==> config.mk <==
export PLATFORM = sky130hd
export DESIGN_NAME = ball_pair_scheduler
export DESIGN_NICKNAME = d
export VERILOG_FILES = /design/src/rtl/game_pkg.sv /design/src/rtl/pair_index_counter.sv /design/src/rtl/ball_pair_scheduler.sv
export SDC_FILE = /design/constraint.sdc
export NUM_CORES = 1
export LEC_CHECK = 0
export ABC_AREA = 1
export CORE_AREA = 4 4 60 62
export DETAILED_ROUTE_END_ITERATION = 8
export DIE_AREA = 0 0 64 66
export PLACE_DENSITY = 0.71
export SETUP_SLACK_MARGIN = 0.02
export SYNTH_ARGS = -nofsm -noshare
export SYNTH_HDL_FRONTEND = slang
export SYNTH_SLANG_ARGS = --single-unit
==> constraint.sdc <==
create_clock -name clk -period 1.47 [get_ports clk]
set_input_delay 0.147 -clock clk [delete_from_list [all_inputs] [get_ports clk]]
set_output_delay 0.147 -clock clk [all_outputs]
set_load 0.005 [all_outputs]
==> src/rtl/game_pkg.sv <==
// rtl/game_pkg.sv - shared types and defaults for the ball pair scheduler
//
// Purpose: the scheduler state encoding, the default table size and the
// ball index type used by the scheduler and its pair counter.
// Ports: none (package).

package game_pkg;

  localparam int NUM_BALLS_DEFAULT = 8;
  localparam int IDX_W_DEFAULT     = $clog2(NUM_BALLS_DEFAULT);

  typedef logic [IDX_W_DEFAULT-1:0] ball_idx_t;

  typedef enum logic [2:0] {
    ST_IDLE,
    ST_SCAN,
    ST_ISSUE,
    ST_WAIT,
    ST_DONE
  } sched_state_t;

endpackage

==> src/rtl/pair_index_counter.sv <==
// rtl/pair_index_counter.sv - walks every unordered ball pair (a<b) in fixed order
//
// Purpose: holds the current pair (a,b). A load restarts the walk at (0,1).
// An advance steps b, or moves to the next row (a+1, a+2) once b is at the
// last ball. last_o flags the final pair (NUM_BALLS-2, NUM_BALLS-1).
// Ports:
//   clk, resetN  clock, async active-low reset (pair returns to (0,0))
//   load_i       restart at (0,1)
//   advance_i    step to the next pair
//   idx_a_o      current a
//   idx_b_o      current b
//   last_o       current pair is the final one

module pair_index_counter #(
  parameter int NUM_BALLS = 8,
  parameter int IDX_W     = 3
) (
  input  logic             clk,
  input  logic             resetN,
  input  logic             load_i,
  input  logic             advance_i,
  output logic [IDX_W-1:0] idx_a_o,
  output logic [IDX_W-1:0] idx_b_o,
  output logic             last_o
);

  localparam logic [IDX_W-1:0] LAST_A = IDX_W'(NUM_BALLS - 2);
  localparam logic [IDX_W-1:0] LAST_B = IDX_W'(NUM_BALLS - 1);

  logic [IDX_W-1:0] a_q, b_q;

  always_ff @(posedge clk or negedge resetN) begin
    if (!resetN) begin
      a_q <= '0;
      b_q <= '0;
    end else if (load_i) begin
      a_q <= '0;
      b_q <= IDX_W'(1);
    end else if (advance_i) begin
      if (b_q != LAST_B) begin
        b_q <= b_q + 1'b1;
      end else begin
        // New row: b starts just above the new a, i.e. old a + 2.
        a_q <= a_q + 1'b1;
        b_q <= a_q + IDX_W'(2);
      end
    end
  end

  assign idx_a_o = a_q;
  assign idx_b_o = b_q;
  assign last_o  = (a_q == LAST_A) && (b_q == LAST_B);

endmodule

==> src/rtl/ball_pair_scheduler.sv <==
// rtl/ball_pair_scheduler.sv - per-frame sweep of ball pairs onto one shared resolver
//
// Purpose: on startOfFrame with rollEnable high, walks all pairs (a<b), issues
// each pair whose balls are both on the table via a valid/ready handshake and
// waits for resolverDone (bounded by TIMEOUT cycles) before moving on.
// Ports:
//   clk, resetN   clock, async active-low reset
//   startOfFrame  frame boundary pulse
//   rollEnable    sweeping allowed while high
//   ballActive    per-ball on-table mask
//   pairReady     resolver accepts the presented pair
//   resolverDone  resolver finished the current pair
//   clearFlags    clears overrun and timeoutErr
//   pairValid     pair presented on idxA/idxB
//   idxA, idxB    pair indices (idxA < idxB)
//   busy          sweep in progress
//   sweepDone     one-cycle pulse at normal sweep completion
//   overrun       sticky: frame pulse arrived while busy
//   timeoutErr    sticky: a pair was abandoned for lack of resolverDone

module ball_pair_scheduler #(
  parameter int NUM_BALLS = game_pkg::NUM_BALLS_DEFAULT,
  parameter int IDX_W     = $clog2(NUM_BALLS),
  parameter int TIMEOUT   = 64
) (
  input  logic                 clk,
  input  logic                 resetN,
  input  logic                 startOfFrame,
  input  logic                 rollEnable,
  input  logic [NUM_BALLS-1:0] ballActive,
  input  logic                 pairReady,
  input  logic                 resolverDone,
  input  logic                 clearFlags,
  output logic                 pairValid,
  output logic [IDX_W-1:0]     idxA,
  output logic [IDX_W-1:0]     idxB,
  output logic                 busy,
  output logic                 sweepDone,
  output logic                 overrun,
  output logic                 timeoutErr
);

  import game_pkg::*;

  localparam int               TMR_W    = (TIMEOUT > 1) ? $clog2(TIMEOUT) : 1;
  localparam logic [TMR_W-1:0] TMR_LAST = TMR_W'(TIMEOUT - 1);

  sched_state_t     state_q, state_d;
  logic [TMR_W-1:0] timer_q, timer_d;
  logic             pair_valid_q, busy_q, sweep_done_q;
  logic             overrun_q, timeout_err_q;
  logic             cnt_load, cnt_adv, cnt_last;
  logic             pair_live, timed_out, sof_while_busy;

  pair_index_counter #(
    .NUM_BALLS (NUM_BALLS),
    .IDX_W     (IDX_W)
  ) u_pair_cnt (
    .clk       (clk),
    .resetN    (resetN),
    .load_i    (cnt_load),
    .advance_i (cnt_adv),
    .idx_a_o   (idxA),
    .idx_b_o   (idxB),
    .last_o    (cnt_last)
  );

  // Live sample: only consulted in SCAN, so changes during ISSUE/WAIT
  // cannot disturb a pair already committed.
  assign pair_live = ballActive[idxA] & ballActive[idxB];

  assign sof_while_busy = startOfFrame &&
                          ((state_q == ST_SCAN) || (state_q == ST_ISSUE) || (state_q == ST_WAIT));

  always_comb begin
    state_d   = state_q;
    timer_d   = timer_q;
    cnt_load  = 1'b0;
    cnt_adv   = 1'b0;
    timed_out = 1'b0;
    case (state_q)
      ST_IDLE: begin
        if (startOfFrame && rollEnable) begin
          state_d  = ST_SCAN;
          cnt_load = 1'b1;
        end
      end
      ST_SCAN: begin
        if (!rollEnable) begin
          state_d = ST_IDLE;
        end else if (pair_live) begin
          state_d = ST_ISSUE;
        end else if (cnt_last) begin
          state_d = ST_DONE;
        end else begin
          cnt_adv = 1'b1;
        end
      end
      ST_ISSUE: begin
        if (pairReady) begin
          state_d = ST_WAIT;
          timer_d = '0;
        end
      end
      ST_WAIT: begin
        if (resolverDone || (timer_q == TMR_LAST)) begin
          // A done arriving on the final timer cycle still counts as done.
          timed_out = !resolverDone;
          // rollEnable is only honoured once the pair in flight is finished.
          if (!rollEnable) begin
            state_d = ST_IDLE;
          end else if (cnt_last) begin
            state_d = ST_DONE;
          end else begin
            state_d = ST_SCAN;
            cnt_adv = 1'b1;
          end
        end else begin
          timer_d = timer_q + 1'b1;
        end
      end
      ST_DONE: begin
        // A frame pulse here is dropped without raising overrun.
        state_d = ST_IDLE;
      end
      default: begin
        state_d = ST_IDLE;
      end
    endcase
  end

  always_ff @(posedge clk or negedge resetN) begin
    if (!resetN) begin
      state_q       <= ST_IDLE;
      timer_q       <= '0;
      pair_valid_q  <= 1'b0;
      busy_q        <= 1'b0;
      sweep_done_q  <= 1'b0;
      overrun_q     <= 1'b0;
      timeout_err_q <= 1'b0;
    end else begin
      state_q       <= state_d;
      timer_q       <= timer_d;
      // Outputs are decoded from the next state so they line up with state_q.
      pair_valid_q  <= (state_d == ST_ISSUE);
      busy_q        <= (state_d == ST_SCAN) || (state_d == ST_ISSUE) || (state_d == ST_WAIT);
      sweep_done_q  <= (state_d == ST_DONE);
      // Setting events take priority over clearFlags.
      overrun_q     <= sof_while_busy | (overrun_q & ~clearFlags);
      timeout_err_q <= timed_out | (timeout_err_q & ~clearFlags);
    end
  end

  assign pairValid  = pair_valid_q;
  assign busy       = busy_q;
  assign sweepDone  = sweep_done_q;
  assign overrun    = overrun_q;
  assign timeoutErr = timeout_err_q;

endmodule

# Yosys cells after proc, flatten, opt, wreduce, memory -nomap -nowiden
# Cells that the tools add are included.
dict set report classes {
  addsub 4
  multipliers 0
  div 0
  magnitude_cmp 2
  n_eq_ne 14
  shift 0
  mux 32
  bitwise 6
  n_reduce_logical 14
}
# op n
set ops {}
lappend ops {{$mux W3} 14}
lappend ops {{$eq A3 B2 Y1 const B} 4}
lappend ops {{$mux W6} 2}
lappend ops {{$pmux W3 S4} 1}
lappend ops {{$pmux W6 S2} 1}
lappend ops {{$mux W1} 11}
lappend ops {{$eq A3 B3 Y1 const B} 3}
lappend ops {{$lt A3 B4 Y1 const B} 2}
lappend ops {{$add A3 B1 Y3 const B} 2}
lappend ops {{$add A6 B1 Y6 const B} 1}
lappend ops {{$bmux W1 S3} 2}
lappend ops {{$eq A3 B1 Y1 const B} 2}
lappend ops {{$eq A6 B6 Y1 const B} 1}
lappend ops {{$ne A2 B2 Y1 const B} 3}
lappend ops {{$logic_or A1 B1 Y1} 5}
lappend ops {{$reduce_bool A2 Y1} 2}
lappend ops {{$add A3 B2 Y3 const B} 1}
lappend ops {{$and A1 B1 Y1} 3}
lappend ops {{$logic_and A1 B1 Y1} 3}
lappend ops {{$logic_not A3 Y1} 1}
lappend ops {{$ne A3 B3 Y1 const B} 1}
lappend ops {{$reduce_and A3 Y1} 1}
lappend ops {{$or A1 B1 Y1} 2}
lappend ops {{$pmux W1 S2} 1}
lappend ops {{3 further kinds} 3}
dict set report word_totals {
  reg_bits 20
  latchBits 0
  ram_bits 0
  rom_bits 0
  inputBits 15
  out_inout_bits 11
  wordCells 81
  mem_count 0
}

# Longest topological paths before layout
dict set report logic_depth {
  ltp_word 9
  depth_mapped 13
  mapped_depth_nobuf 12
}

# Hierarchy
# Synthesis repeated with hierarchy kept, for this count alone.
dict set report hier_totals {
  cells_unflattened 184
  hier_area_um2 1382.6
}
# module instances cells_each area_per_inst_um2
set by_module_without_submodules {}
lappend by_module_without_submodules {ball_pair_scheduler 1 132 978.4}
lappend by_module_without_submodules {pair_index_counter 1 52 404.1}

# Least setup slack after synthesis
# OpenSTA, ideal clock, no wires.
dict set report synth_timing {
  path_type {flip-flop to flip-flop}
  start {register u_pair_cnt.b_q[0], in the netlist u_pair_cnt.idx_b_o[0]}
  end {register u_pair_cnt.a_q[0], in the netlist u_pair_cnt.idx_a_o[0]}
  setup_ns 0.117
  arrival_ns 1.523
  t_required_ns 1.353
  path_slack_ns -0.170
  path_stages_with_launch 11
  n_path_buf 0
  period_less_slack_ns 1.640
  path_cell_list {dfrtp_1 ha_1 ha_1 nand3_1 nand2_1 inv_1 nand3_4 nand2_4 nand2_4 nand2_1 nand2_1}
}
dict set report synth_between {
  elab_chain_cells 8
  word_cells_on_any_way 15
}
# element line_no
set synth_lines {}
lappend synth_lines {{start, declared} pair_index_counter.sv:30} ;# logic [IDX_W-1:0] a_q, b_q;
lappend synth_lines {{start signal, assigned} pair_index_counter.sv:41} ;# b_q <= b_q + 1'b1;
lappend synth_lines {{start signal, assigned} pair_index_counter.sv:45} ;# b_q <= a_q + IDX_W'(2);
lappend synth_lines {{$bmux W1 S3 or $eq A3 B3 Y1 (tied branches)} {ball_pair_scheduler.sv:70, pair_index_counter.sv:52}}
lappend synth_lines {{$mux W1 (implied by the code) or $logic_and A1 B1 Y1 (tied branches)} {ball_pair_scheduler.sv:70, pair_index_counter.sv:52}}
lappend synth_lines {{$and A1 B1 Y1 or $mux W1 (tied branches)} {ball_pair_scheduler.sv:70, ball_pair_scheduler.sv:93, ball_pair_scheduler.sv:112}}
lappend synth_lines {{$mux W1 (on tied branches)} {ball_pair_scheduler.sv:91, ball_pair_scheduler.sv:110}}
lappend synth_lines {{$mux W1 (on tied branches)} {ball_pair_scheduler.sv:89, ball_pair_scheduler.sv:106}}
lappend synth_lines {{$pmux W1 S2} ball_pair_scheduler.sv:81} ;# case (state_q)
lappend synth_lines {{$reduce_bool A2 Y1 (no source line)} --}
lappend synth_lines {{$reduce_and A2 Y1 (no source line) (*)} --}
lappend synth_lines {{end signal, assigned} pair_index_counter.sv:44} ;# a_q <= a_q + 1'b1;
lappend synth_lines {{end, declared} pair_index_counter.sv:30}
# Mark *: on every way between the ends. The rest lies on a longest branch, timed or not. The select of a mux whose other input is x is not followed.
# A chain may end at the register's enable or synchronous reset.

# Final worst setup path
dict set report layout_timing {
  start {register u_pair_cnt.b_q[0], in the netlist u_pair_cnt.idx_b_o[0]}
  end {register u_pair_cnt.a_q[2], in the netlist u_pair_cnt.idx_a_o[2]}
}
# Same word-level chain as after synthesis.

==> impl_metrics.ini <==
[run_status]
run_status = finished, violations left
violations = negative setup slack

[pwr]
power_frac_seq = 0.271
power.ir.vdd_worst_uv = 874
net-switching-power_w = 0.00140
power_per_cell_area_nw_per_um2 = 1690
share_clk_of_total_power = 0.134
switching_share = 0.409
p_comb_frac = 0.595
power.leakage_nw = 1.02
internal-power_w = 0.00202

[synth]
synthesized_instance_count = 176
ys_seq_elements = 20
synth.cell_area_sq_um = 1320
yosysWarnings = 0
synth.lib_cells_used.distinct = 28
avgSynthCellArea_sq_um = 7.51
synthesis.nets = 196
portion_of_the_post_synthesis_area_used_by_sequential_elements = 0.378

[final_layout]
layout-drive-gt1-share = 0.340
num-nets-final = 256
layout_common_cells = sky130_fd_sc_hd__nand2_1, sky130_fd_sc_hd__buf_4, sky130_fd_sc_hd__inv_1
most_common_cell_after_layout_fill_and_taps_aside = sky130_fd_sc_hd__nand2_1
design_area_sq_um = 2030
final_core_util = 0.669
area_growth_syn_to_layout_pct = 53.2
layout.cells.non_filler = 279
antenna_cells = 0

[floorplan]
effective_utilization_at_floorplan = 0.437
die_area_sq_um = 4220
row_count = 20
io_pins = 26
die_y_microns = 66
fp.coreArea_sq_um = 3030
die-width_microns = 64

[clock_network]
clk_transition_reported_paths_ns = 0.12
tritoncts_clock_tree = yes
cts_root_buf = sky130_fd_sc_hd__clkbuf_4
cts-root-to-sink-buffers = 2
holdBufCountCts = 0
h-tree-depth = 1
cts_made_buffers = 3
cts.sinks = 20
worstSkewPairLatency_ns = 0.30

[timing]
pins_over_their_slew_limit = 0
relSlewSlack = 0.780
fmaxAchievable_mhz = 646
timing_worst_slew_pin_value_ns = 0.327
finClkSkew_ns = 0.00155
final_hold_viol_count = 0
timing.final.ws_setup_ns = -0.0778
final-setup-viol-count = 6
period_minus_slack_ns = 1.55
setup-tns-final_ns = -0.270
unrepaired_setup_endpoints_after_global_routing = yes
final.period_utilization = 1.05

[drt]
vias_per_cell = 4.62
drt_drc_violations_left = 0
antenna_violating_nets_post_route = 0
detail_route.wl_per_cell_microns = 11.5
detailroute.via_count = 1290
dr.pass1.iters = 4
drtIter0Drc = 74
drt-total-wl_microns = 3220

[critical_path]
cpLargestDelayFamily = flip-flops
worst_setup_path_end_kind = flip-flop
critical_path.startpoint_type = flip-flop
crit_path_cell_trace = ha_4, ha_4, nand3_4, nand2_4, o21ai_2, inv_2, nand2_4, nand2_4, nand2_1, nand2_1
cp_slowest_cell = sky130_fd_sc_hd__dfrtp_2
path_max_fanout = 5
critical_path.n_buffers_inverters = 1
max_stage_delay_ns = 0.49
critical_path.most_common_cell = sky130_fd_sc_hd__nand2_4
setup.worst_path.class = reg -> reg
worstPathArrival_ns = 1.76
cp_data_required_time_ns = 1.68

[grt]
grt_pass1_vias = 1242
groute.usage.overall = 0.164
global_route.overflow_total = 0
grt_antenna_before_repair = 0
wire_length_of_the_first_global_routing_pass_microns = 5560
grt_start_max_net_pins = 21

[placed_design]
gp_congestion = 0.865
dp_hpwl_microns = 2360
detailed_place.area_sq_um = 1800
port_buffers = 25
place.detailed.instances = 261

[run]
maxCapViolations = 0

[worst_hold_path]
min_path_type = in -> async
-- registers in the layout, indices dropped and copies added, names as in the netlist --
| name | cells |
|---|---|
| busy | 1 |
| overrun | 1 |
| pairValid | 1 |
| state_q | 3 |
| sweepDone | 1 |
| timeoutErr | 1 |
| timer_q | 6 |
| u_pair_cnt.idx_a_o | 3 |
| u_pair_cnt.idx_b_o | 3 |
-- per-layer routing --
layer | up-vias | share of wire | GRT usage
met1 | 578 | 0.46 | 0.217
met4 | 0 | 0.0093 | 0.0243
met3 | 4 | 0.042 | 0.0340
met2 | 28 | 0.49 | 0.281
met5 | - | 0 | 0
li1 | 680 | - | -
-- power by group through the flow --
stage	Sequential, W	Clock, W	Combinational, W
4_1_cts	0.000919	0.000464	0.00188
5_1_grt	0.000963	0.000501	0.00226
6_report	0.000927	0.000457	0.00203
2_1_floorplan	0.000937	0	0.00101
3_5_place_dp	0.000962	0	0.00171
3_3_place_gp	0.000959	0	0.00167
-- worst paths after layout --
path | from | endpoint | slack (ns) | cells after the start
worst max-delay path | u_pair_cnt.idx_b_o[0] | u_pair_cnt.idx_a_o[2] | -0.08 | 10
worst min-delay path | resetN | timeoutErr | 0.16 | 2
worst max register to register | u_pair_cnt.idx_b_o[0] | u_pair_cnt.idx_a_o[2] | -0.08 | 10
worst min register to register | timeoutErr | timeoutErr | 0.53 | 2
max in group asynchronous | resetN | u_pair_cnt.idx_a_o[0] | 1.09 | 2
min in group clk | clearFlags | overrun | 0.42 | 2
-- synth_stat cells (all sizes together) --
cell	number	area (sq um)
nand2	48	215
inv	37	139
nand3	23	150
dfrtp	20	500
nor2	12	45.0
o21ai	9	52.6
a21oi	5	25.0
ha	5	62.6
nor3	3	26.3
xor2	3	26.3
nand4	2	12.5
buf	1	5.00
clkinv	1	3.75
mux2	1	11.3
nor4	1	6.26
o211a	1	10.0
o22ai	1	6.26
o31ai	1	7.51
o32ai	1	8.76
xnor2	1	8.76
-- kinds of logic after synthesis --
logic type      count (synthesis)  synth area share
fa+ha+maj                       5            0.0473
simple gates                   89             0.344
buf+inv                        39             0.112
xor+xnor                        4            0.0265
flops                          20             0.378
compound gates                 18            0.0833
mux                             1           0.00851
-- through the flow --
| stage | hold WS, ns | setup WS (ns) | power (W) |
|---|---|---|---|
| floorplan | -0.149 | 0.0114 | 0.00195 |
| global placement | 0.501 | -0.0981 | 0.00263 |
| detailed placement | 0.509 | -0.126 | 0.00267 |
| CTS | 0.158 | -0.0860 | 0.00326 |
| global route | 0.156 | -0.162 | 0.00372 |
| finish | 0.158 | -0.0778 | 0.00341 |
-- cell type report --
class / instances / area [sq um]
sequential: 20 / 505
inverter: 38 / 146
multi-input combinational: 118 / 778
fill: 238 / 1000
clock inverter: 1 / 30.0
clock buffer: 3 / 22.5
tap: 44 / 55.1
timing repair buffer: 55 / 488
-- repair_timing --
action                     in CTS  in global routing
pin swaps                       4                  9
resized for setup              12                 14
gates cloned                    1                  0
setup endpoints to repair      19                 18
setup buffers                   7                  6
(Power assumes the default switching activity.)
==> RTL edit 1 (same flow settings) <==
Make the reset (`resetN`) synchronous in 2 clocked blocks. Comments in the files are not updated.
--- a/src/rtl/pair_index_counter.sv
+++ b/src/rtl/pair_index_counter.sv
@@ -29,7 +29,7 @@
 
   logic [IDX_W-1:0] a_q, b_q;
 
-  always_ff @(posedge clk or negedge resetN) begin
+  always_ff @(posedge clk) begin
     if (!resetN) begin
       a_q <= '0;
       b_q <= '0;
--- a/src/rtl/ball_pair_scheduler.sv
+++ b/src/rtl/ball_pair_scheduler.sv
@@ -129,7 +129,7 @@
     endcase
   end
 
-  always_ff @(posedge clk or negedge resetN) begin
+  always_ff @(posedge clk) begin
     if (!resetN) begin
       state_q       <= ST_IDLE;
       timer_q       <= '0;
Function: differs if resetN is asserted again (counterexample within 4 cycles, from zero or initial values and one cycle with resetN low); with resetN held inactive, the same outputs for 10 cycles.
==> RTL edit 1 against the unedited design <==
- the run still ends with setup timing left
- highest routed layer unchanged
- global-route usage down 0.21 points
- sequential cell count unchanged
- final area up 0.19%
- wire length up 7.3%
- critical path type unchanged
- hold slack better by 310 ps
- clock skew up 4.5 ps
- area after synthesis down 4.2%
- setup slack better by 48 ps
Power is not compared: it rests on default switching activity, and its combinational part moved more than twofold at a synthesized area within 25%.
==> RTL edit 1: results (changes against the unedited design) <==
critical path's top delay family=simple AND/OR/NAND/NOR gates; run status=complete, but fails checks; Worst R2R Path Depth=9 (-1); hold path cells=4; H-tree Lvls=1 (unchanged); setup slack after layout=-30.0 ps (+47.8 ps); top post-synthesis cells by area=dfxtp_1 (32%), nand2_1 (14%), nand3_1 (8.7%); failing checks=setup timing; DRC Markers=0 (unchanged); Compound-Gate Fraction of Synth Area=9.28% (+0.95 points); crit path max-delay cell type=dfxtp_2; vias in the first global route=1262 (+1.6%); final HPWL from detailed placement=2340 microns (-0.84%); Mapped Cells=195 (+11%); DR iter-0 viols=58 (-22%); wire length of the first global-routing pass=5430 microns (-2.4%); Yosys top cell area share=31.6% (-6.3 points); final setup skew=6.07 ps (+4.52 ps); final net count=264 (+3.1%); total track usage=16.2% (-0.21 points); Avg Vias per Cell=4.76 (+2.9%); Post-synth top cells=nand2_1 (47), inv_1 (29), nand3_1 (22); largest net degree at the start of global routing=13 (-38%); clk_lat worst skew=320 ps (+20 ps); Slew headroom=76.9% (-1.1 points); placed insts=279 (+6.9%); Net Count, Synth=215 (+9.7%); RePlAce Congestion=0.806 (-6.9%); drt total wl=3450 microns (+7.3%); # setup viols final=3 (-3); Initial DRT Pass Iterations=5 (+1); sequential share of the synthesized area=31.6% (-6.3 points); adder-cell share of the synthesized area=4.94% (+0.21 points); FFs w/ async S/R, synth=0% (-100 points); Main synth FF type=dfxtp_1; layout cells sized above 1=37.9% (+3.8 points); Netlist cell types=26 (-7.1%); Hold Path Class=in -> reg; worst-path maximum fanout=7 (+2); Antenna diodes=0 (unchanged); proportion of synthesized area in mux cells=0% (-0.85 points); via count=1366 (+5.9%); Synth Area in XOR/XNOR=2.07% (-0.58 points); Worst path max stage delay=360 ps (-130 ps)
RTL edit 1: timing repair:
action,4_1_cts,5_1_grt
setup endpoints to repair,15,17
pin swaps,5,22
buffers inserted,2,2
gates resized for setup,24,47
RTL edit 1: cell type report:
type                    count  area (sq um)
fillers                   243           998
multi-input cells         135           930
repair buffers             46           420
flip-flops and latches     20           417
inverters                  38           155
well taps                  44          55.1
clock inverters             1          30.0
clock buffers               3          22.5
RTL edit 1: worst reg2reg max path, stage by stage (launching register included):
cell and delay [ps]:
dfxtp_2 360, ha_4 160, ha_4 170, nand3_4 90
nand2_4 80, nor2_4 130, nand2_4 80, nand2_8 110
nand3_1 110, a21oi_2 150
RTL edit 1: worst paths after layout:
kind / startpoint / endpoint
worst min register to register: timeoutErr$_SDFF_PN0_ / timeoutErr$_SDFF_PN0_
worst max register to register: u_pair_cnt.idx_b_o[0]$_SDFFE_PN0P_ / u_pair_cnt.idx_a_o[1]$_SDFFE_PP0P_
worst min-delay path: clearFlags / timeoutErr$_SDFF_PN0_
worst max-delay path: u_pair_cnt.idx_b_o[0]$_SDFFE_PN0P_ / u_pair_cnt.idx_a_o[1]$_SDFFE_PP0P_
RTL edit 1: logic make-up (layout without fill, tap and decap cells):
group | count (synthesis) | in the layout
xor gates and xnor gates | 3 | 3
AOI/OAI and AO/OA | 21 | 21
buffers and inverters | 40 | 88
adders and majority gates | 5 | 5
and+or+nand+nor | 106 | 106
DFF | 20 | 20
RTL edit 1: layer usage:
| layer | wire length [microns] | up-vias | part of all wire, % | global-route usage [%] |
|---|---|---|---|---|
| li1 | - | 700 | - | - |
| met1 | 1580 | 623 | 46 | 20.6 |
| met2 | 1670 | 39 | 48 | 27.9 |
| met3 | 168 | 4 | 4.9 | 2.38 |
| met4 | 37 | 0 | 1.1 | 5.66 |
| met5 | 0 | - | 0 | 0 |
RTL edit 1: through the flow:
stage          power (mW)  hold slack, ps  TNS, ps  instance area (sq um)  worst slack, ps
2_1_floorplan       0.687             278        0                   1290             25.7
3_3_place_gp        0.778             457     -276                   1710            -55.2
3_5_place_dp        0.780             463     -318                   1710            -60.3
4_1_cts              1.24             475        0                   1840             19.3
5_1_grt              1.36             497     -841                   2030             -148
6_report             1.30             473    -71.3                   2030            -30.0
RTL edit 1: power by group through the flow:
stage          Sequential, mW  Clock [mW]  Combinational (mW)
3_3_place_gp            0.573           0               0.206
5_1_grt                 0.562       0.501               0.295
6_report                0.560       0.467               0.270
2_1_floorplan           0.578           0               0.109
3_5_place_dp            0.573           0               0.207
4_1_cts                 0.556       0.468               0.215
==> RTL edit 2 (same flow settings) <==
Made on the original files. `NUM_BALLS_DEFAULT`: 8 -> 4.
--- a/src/rtl/game_pkg.sv
+++ b/src/rtl/game_pkg.sv
@@ -6,7 +6,7 @@
 
 package game_pkg;
 
-  localparam int NUM_BALLS_DEFAULT = 8;
+  localparam int NUM_BALLS_DEFAULT = 4;
   localparam int IDX_W_DEFAULT     = $clog2(NUM_BALLS_DEFAULT);
 
   typedef logic [IDX_W_DEFAULT-1:0] ball_idx_t;
Interface: changed (resized ballActive, idxA and idxB); port bits go from 26 to 20. No check against the original RTL was run, so the function may have changed too.
==> RTL edit 2 against the unedited design <==
- area after synthesis down 19%
- setup slack improved by 120 ps
- hold slack better by 4.4 ps
- maximum frequency increased by 8.4%
- final area down 22%
- wire length down 23%
- total power shrank 27%
- sequential cell count shrank 2
- largest power group unchanged
==> RTL edit 2: results (changes against the unedited design) <==
maximum vdd drop=0.872 mV (-0.27%); RePlAce Congestion=0.848 (-2.0%); cell leakage power=0.818 nW (-20%); buffering overhead=19.9% (-4.2 points); drt total wl=2470 microns (-23%); Post-synth top cells=nand2_1 (41), inv_1 (19), dfrtp_1 (18); final setup skew=10.6 ps (+9.06 ps); sequential share of the synthesized area=42.3% (+4.4 points); vias in the first global route=999 (-20%); FFs w/ async S/R, synth=100% (unchanged); Non-clk invs=26 (-32%); run status=finished, final reports clean; layout cells sized above 1=34.3% (+0.24 points); Netlist cell types=24 (-14%); worst-margin pin slew=241 ps (-85.4 ps); total grt overflow=0 (unchanged); non-clock buffer count=33 (-40%); Multi-input gate area=622 sq um (-20%); placed insts=210 (-20%); worst-path maximum fanout=7 (+2); clk tree area frac=2.31% (-0.29 points); adder-cell share of the synthesized area=3.52% (-1.2 points); WL/cell=11.3 microns (-2.1%); Filler Cells Inserted=278 (+17%); proportion of synthesized area in mux cells=0% (-0.85 points); Data arrival, critical path=1610 ps (-150 ps); top post-synthesis cells by area=dfrtp_1 (42%), nand2_1 (14%), inv_1 (6.7%); final net count=190 (-26%); Seq/total area=28.6% (+3.7 points); multi-input gates=94 (-20%); Hold Path Class=in -> async; Initial DRT Pass Iterations=5 (+1); total track usage=12.2% (-4.3 points); Place WS=-60.4 ps (+65.8 ps); Net Count, Synth=152 (-22%); CTS Sinks=18 (-10%); CLK BUF=4 (+1); Cell Area, Placed=1380 sq um (-23%); PortBufs=19 (-24%); largest net degree at the start of global routing=19 (-9.5%); final HPWL from detailed placement=1760 microns (-26%); Synth Area in XOR/XNOR=1.64% (-1.0 points); crit path max-delay cell type=dfrtp_1; r2r startpoint=timer_q[1]$_DFFE_PN0P_; Pwr Density=1590 nW/um^2 (-5.8%); Mapped Cells=138 (-22%); Worst path max stage delay=410 ps (-80 ps); Avg Vias per Cell=4.55 (-1.6%); DR iter-0 viols=34 (-54%); Compound-Gate Fraction of Synth Area=7.04% (-1.3 points); wire length of the first global-routing pass=4060 microns (-27%)
## RTL edit 2: where the power goes
| part | total [mW] | switching [mW] | leakage [nW] | internal [mW] |
|---|---|---|---|---|
| Sequential | 0.790 | 0.135 | 0.237 | 0.655 |
| Combinational | 1.40 | 0.725 | 0.559 | 0.677 |
| Clock | 0.308 | 0.157 | 0.0210 | 0.151 |
## RTL edit 2: cell families after synthesis
| group | Yosys count |
|---|---|
| and+or+nand+nor | 77 |
| buffers and inverters | 26 |
| DFF | 18 |
| AOI/OAI and AO/OA | 12 |
| adders and majority gates | 3 |
| xor gates and xnor gates | 2 |
## RTL edit 2: critical path: cells and delay by family, from the launching register on
family,cells,cell delay (ps)
and+or+nand+nor,6,550
DFF,1,410
xor gates and xnor gates,1,150
buffers and inverters,1,50
adders and majority gates,1,170
## RTL edit 2: final timing paths
path	to	slack, ps	depth (start not counted)
setup / recovery	timer_q[2]$_DFFE_PN0P_	40	9
hold / removal	u_pair_cnt.idx_b_o[0]$_DFFE_PN0P_	160	2
setup reg to reg	timer_q[2]$_DFFE_PN0P_	40	9
hold reg to reg	timer_q[5]$_DFFE_PN0P_	540	2
max in group asynchronous	timer_q[5]$_DFFE_PN0P_	1100	2
min in group clk	overrun$_DFF_PN0_	440	2
## RTL edit 2: repair_timing
| action | CTS | global route |
|---|---|---|
| buffers inserted | 1 | 4 |
| cloned | 0 | 0 |
| setup endpoints to repair | 6 | 12 |
| gates resized for setup | 9 | 26 |
| pin swaps | 3 | 11 |
## RTL edit 2: routing by layer
layer  track usage, %  part of all wire (%)
met5                0                     0
met4             4.85                   1.9
met3             2.89                   3.2
met2             21.4                    53
met1             14.2                    42
